<file path="config.mk">
export PLATFORM = sky130hd
export DESIGN_NAME = sat_counter
export DESIGN_NICKNAME = d
export VERILOG_FILES = /design/src/rtl/test_pattern_checker_sat_counter.sv
export SDC_FILE = /design/constraint.sdc
export NUM_CORES = 1
export LEC_CHECK = 0
export CAP_MARGIN = 20
export CORE_ASPECT_RATIO = 0.75
export CORE_MARGIN = 8
export CORE_UTILIZATION = 24
export DETAILED_ROUTE_END_ITERATION = 12
export PLACE_DENSITY = 0.41
export SLEW_MARGIN = 30
export SYNTH_ARGS = -nofsm -noshare
export SYNTH_HDL_FRONTEND = slang
export SYNTH_SLANG_ARGS = --single-unit
</file>
<file path="constraint.sdc">
create_clock -name clk -period 1.7 [get_ports clk]
set_input_delay 0.255 -clock clk [delete_from_list [all_inputs] [get_ports clk]]
set_output_delay 0.255 -clock clk [all_outputs]
set_load 0.03 [all_outputs]
</file>
<file path="src/rtl/test_pattern_checker_sat_counter.sv">
// Saturating up-counter with synchronous clear (clear wins over inc).
// Latency: count reflects clear/inc one cycle after they are asserted.
// Backpressure: none; holds at all-ones instead of wrapping.
module sat_counter #(
  parameter int ERR_W = 16
) (
  input  logic             clk,
  input  logic             rst_n,
  input  logic             clear,
  input  logic             inc,
  output logic [ERR_W-1:0] count
);

  logic [ERR_W-1:0] count_q;
  logic [ERR_W-1:0] count_d;

  // Next count: clear first, otherwise step unless already saturated.
  always_comb begin
    count_d = count_q;
    if (clear) begin
      count_d = '0;
    end else if (inc && (count_q != '1)) begin
      count_d = count_q + 1'b1;
    end
  end

  // Count register with synchronous active-low reset.
  always_ff @(posedge clk) begin
    if (!rst_n) begin
      count_q <= '0;
    end else begin
      count_q <= count_d;
    end
  end

  assign count = count_q;

endmodule

</file>
# Word-level counts from Yosys, hierarchy flattened
# Cells that the tools add are included.
dict set report word_totals {
  reg_bits 16
  elab_cells 6
}
dict set report classes {
  addsub 1
  eq_ne 1
  bitwise_logic 1
  reduce_logical 2
}
# op n
set ops {}
lappend ops {{$add 16x1->16 const B} 1}
lappend ops {{$ne 16x16->1 const B} 1}
lappend ops {{$reduce_or 2->1} 1}
lappend ops {{$logic_and 1x1->1} 1}
lappend ops {{$not 1->1} 1}

# Logic depth before layout (Yosys ltp)
dict set report depth {
  ltp_word 2
  ltp_mapped 5
  depth_no_buf 5
}

# Worst setup path before layout
# No wires, ideal clock.
dict set report synth_timing {
  kind {reg2reg}
  start {register count_q[0], in the netlist count[0]}
  end {register count_q[14], in the netlist count[14]}
  t_arrival_ps 1630
  slack_ps -45
  path_stages_with_launch 6
  path_buffers 0
  synth_period_minus_slack_ps 1745
  path_cell_list {dfxtp_1 -> ha_1 -> and4_2 -> o311ai_2 -> o31a_1 -> o21a_1}
}
dict set report synth_via {
  elab_chain_cells 2
  elab_cells_between_ends 3
  classes_between {1 x add/sub; 1 x eq/ne; 1 x reduce/logical}
}
# item line_no
set synth_lines {}
lappend synth_lines {{start: declaration} 14} ;# logic [ERR_W-1:0] count_q;
lappend synth_lines {{start signal: assignment} 32} ;# count_q <= count_d;
lappend synth_lines {{branches (longest 2 deep; another with $add 16x1->16)} --}
# Parallel ways; which one is timed is not known.
# A chain may end at the register's enable or synchronous reset.

# Worst setup path after layout
dict set report layout_timing {
  start {register count_q[8], in the netlist count[8]}
  end {output count[8]}
}
# item line_no
set layout_lines {}
lappend layout_lines {{end: declaration} 11} ;# output logic [ERR_W-1:0] count
# No word-level cell between the ends.

==> impl_metrics.ini <==
[placement]
dp_hpwl_um = 1790
port_buffers = 19
placed_area_sq_um = 1180
gp_congestion = 0.761

[die]
die_y_um = 68.0
initial_utilization_pct = 24.2
die-width_um = 85.3
core_sq_um = 3570
ioPinCount = 20
rows = 19
dieArea_sq_um = 5800

[sta]
post-route-period-util_pct = 96.6
fmax_ghz = 0.609
slew_viol_final = 0
min_period_ns = 1.64
rsz0062_at_grt = false
fin_skew_ns = 0.00213
setup_viol = 0
worstMarginPinSlew_ns = 0.430
hold_viol = 0
slew_headroom_pct = 71.2

[critical_path]
required_ns = 1.44
critPathSlowestCell = clkdlybuf4s50_1
criticalPathCategory = reg2out
cp_cell_sequence = clkdlybuf4s50_1
crit_family = buffers and inverters
end_kind = output port
slowest_delay_ns = 0.71
worst_setup_path_start_kind = register
path_buf_inv = 1
cp_data_arrival_time_ns = 1.39
crit_fanout = 5

[yosys]
syn_nets = 96
ys_types = 38
syn_area_per_cell_sq_um = 9.50
yosysWarnings = 0
synth_area_sq_um = 865
syn_inst = 91
seq_area_frac_synth_pct = 37.0
synth_seq_cells = 16

[clock_tree]
cts.path.max_buffers = 2
cts.clk_slew.worst_paths_ns = 0.07
cts_sinks = 16
numCtsBuffers = 3
holdBufCountCts = 0
cts-root-buf = clkbuf_8
cts_tree = done
postCtsSetupBuffers = 0
cts_resized = 1
insertion_delay_ns = 0.25
htree_levels = 1

[cells_and_area]
layout-drive-gt1-share_pct = 19.5
stdcell_area_sq_um = 1250
diodes = 0
final_nets = 129
largest_reg_flops = 16
area_delta_synth_final_pct = 44.6

[grt]
grt_max_degree = 10
first_global_vias = 762
track_usage_pct = 8.35
antenna_found_initial = 0
grt_pass1_wl_um = 3800
grt-ovfl-total = 0

[pwr]
vdd_drop_max_mv = 0.381
power.density_nw_per_um2 = 608
p_total_mw = 0.760
leakagePower_nw = 0.572

[run]
max_cap_viol_count = 0

[min_path]
min_path_type = reg2reg

[drt]
drt-pass1-iter-count = 4
drt_iter0_markers = 60
routedWlPerCell_um = 14.0
drt_wl_total_um = 2310
vias_per_cell = 4.94
ant_nets = 0
drc = 0
vias = 815

[status]
status = completed
where the power goes:
part / internal (mW) / switching [mW] / leakage (nW)
Clock: 0.205 / 0.138 / 0.0288
Combinational: 0.0196 / 0.0184 / 0.413
Sequential: 0.377 / 0.00180 / 0.130
metrics by stage:
step	TNS (ns)	hold slack, ns	setup WS, ns	std cells	util (%)
2_1_floorplan	0	0.439	0.0167	91	-
3_3_place_gp	-0.295	0.510	-0.0983	161	33.1
3_5_place_dp	-0.525	0.515	-0.139	161	33.1
4_1_cts	0	0.532	0.00888	165	34.6
5_1_grt	0	0.571	0.00227	165	35.1
6_report	0	0.526	0.0577	165	35.1
worst paths after layout:
kind | start | to | slack (ns) | depth (start not counted)
max | count[8]$_SDFFE_PP0P_ | count[8] | 0.06 | 1
min | count[1]$_SDFFE_PP0P_ | count[1]$_SDFFE_PP0P_ | 0.53 | 2
max reg2reg | count[13]$_SDFFE_PP0P_ | count[1]$_SDFFE_PP0P_ | 0.15 | 4
min reg2reg | count[1]$_SDFFE_PP0P_ | count[1]$_SDFFE_PP0P_ | 0.53 | 2
tightest hold or removal path, stage by stage, from the launching register on:
cell and delay [ns]:
dfxtp_2 0.35, mux2i_1 0.07, nor2_1 0.07
cell usage after synthesis, drive strengths merged:
master	instances	area share, %
dfxtp	16	37
nor2	10	4.3
nand2	5	2.2
nand3	5	4.3
a21oi	4	2.3
nand4	4	6.4
o21ai	4	2.3
and2	3	2.2
and4	3	3.3
nor4	3	2.2
o311ai	3	3.9
o41ai	3	5.2
xor2	3	3.0
inv	2	0.87
nand2b	2	1.4
nor3	2	1.7
o31ai	2	1.7
or3	2	1.4
or4	2	1.7
a41oi	1	1.0
and3	1	0.72
clkbuf	1	0.43
ha	1	1.4
mux2i	1	1.2
nor2b	1	0.72
nor3b	1	0.87
o2111ai	1	1.0
o211a	1	1.2
o211ai	1	0.87
o21a	1	0.87
o31a	1	1.0
xnor2	1	1.0
metal layers:
layer	global-route usage, %	up-vias	part of all wire (%)
met1	10.9	379	50
met5	0	-	0
met4	1.96	0	0.52
met3	4.08	2	5.8
li1	-	417	-
met2	12.1	17	44
layout by cell type, fill, tap and decap left out, types with 2 or more instances in the layout:
cell / Yosys / final
nand2b_1: 2 / 2
inv_1: 2 / 2
clkdlybuf4s50_1: 0 / 12
nand2_1: 5 / 5
or4_1: 2 / 2
clkbuf_8: 0 / 4
and2_1: 3 / 3
o41ai_1: 2 / 2
nor4_1: 3 / 3
or3_1: 2 / 2
and4_2: 2 / 2
o311ai_0: 2 / 2
o21ai_0: 4 / 4
nand4_4: 2 / 2
buf_4: 0 / 10
dfxtp_2: 0 / 2
a21oi_1: 4 / 4
nor2_1: 10 / 10
nand3_1: 4 / 4
dlymetal6s2s_1: 0 / 6
dfxtp_1: 16 / 14
nand4_1: 2 / 2
o31ai_1: 2 / 2
xor2_1: 3 / 3
area by class of cell:
| cell class | instances | area (sq um) |
|---|---|---|
| fillers | 370 | 2320 |
| multi-input cells | 72 | 533 |
| flip-flops and latches | 16 | 323 |
| repair buffers | 29 | 279 |
| clock buffers | 4 | 55.1 |
| well taps | 42 | 52.6 |
| inverters | 2 | 7.51 |
kinds of logic (layout without fill, tap and decap cells):
logic type,count (synthesis),count (layout),synth area share (%)
AOI/OAI and AO/OA,22,22,21.4
DFF,16,16,37.0
muxes,1,1,1.16
and+or+nand+nor,44,44,33.6
buffers and inverters,3,35,1.30
xor gates and xnor gates,4,4,4.05
adders and majority gates,1,1,1.45
(Power assumes the default switching activity.)
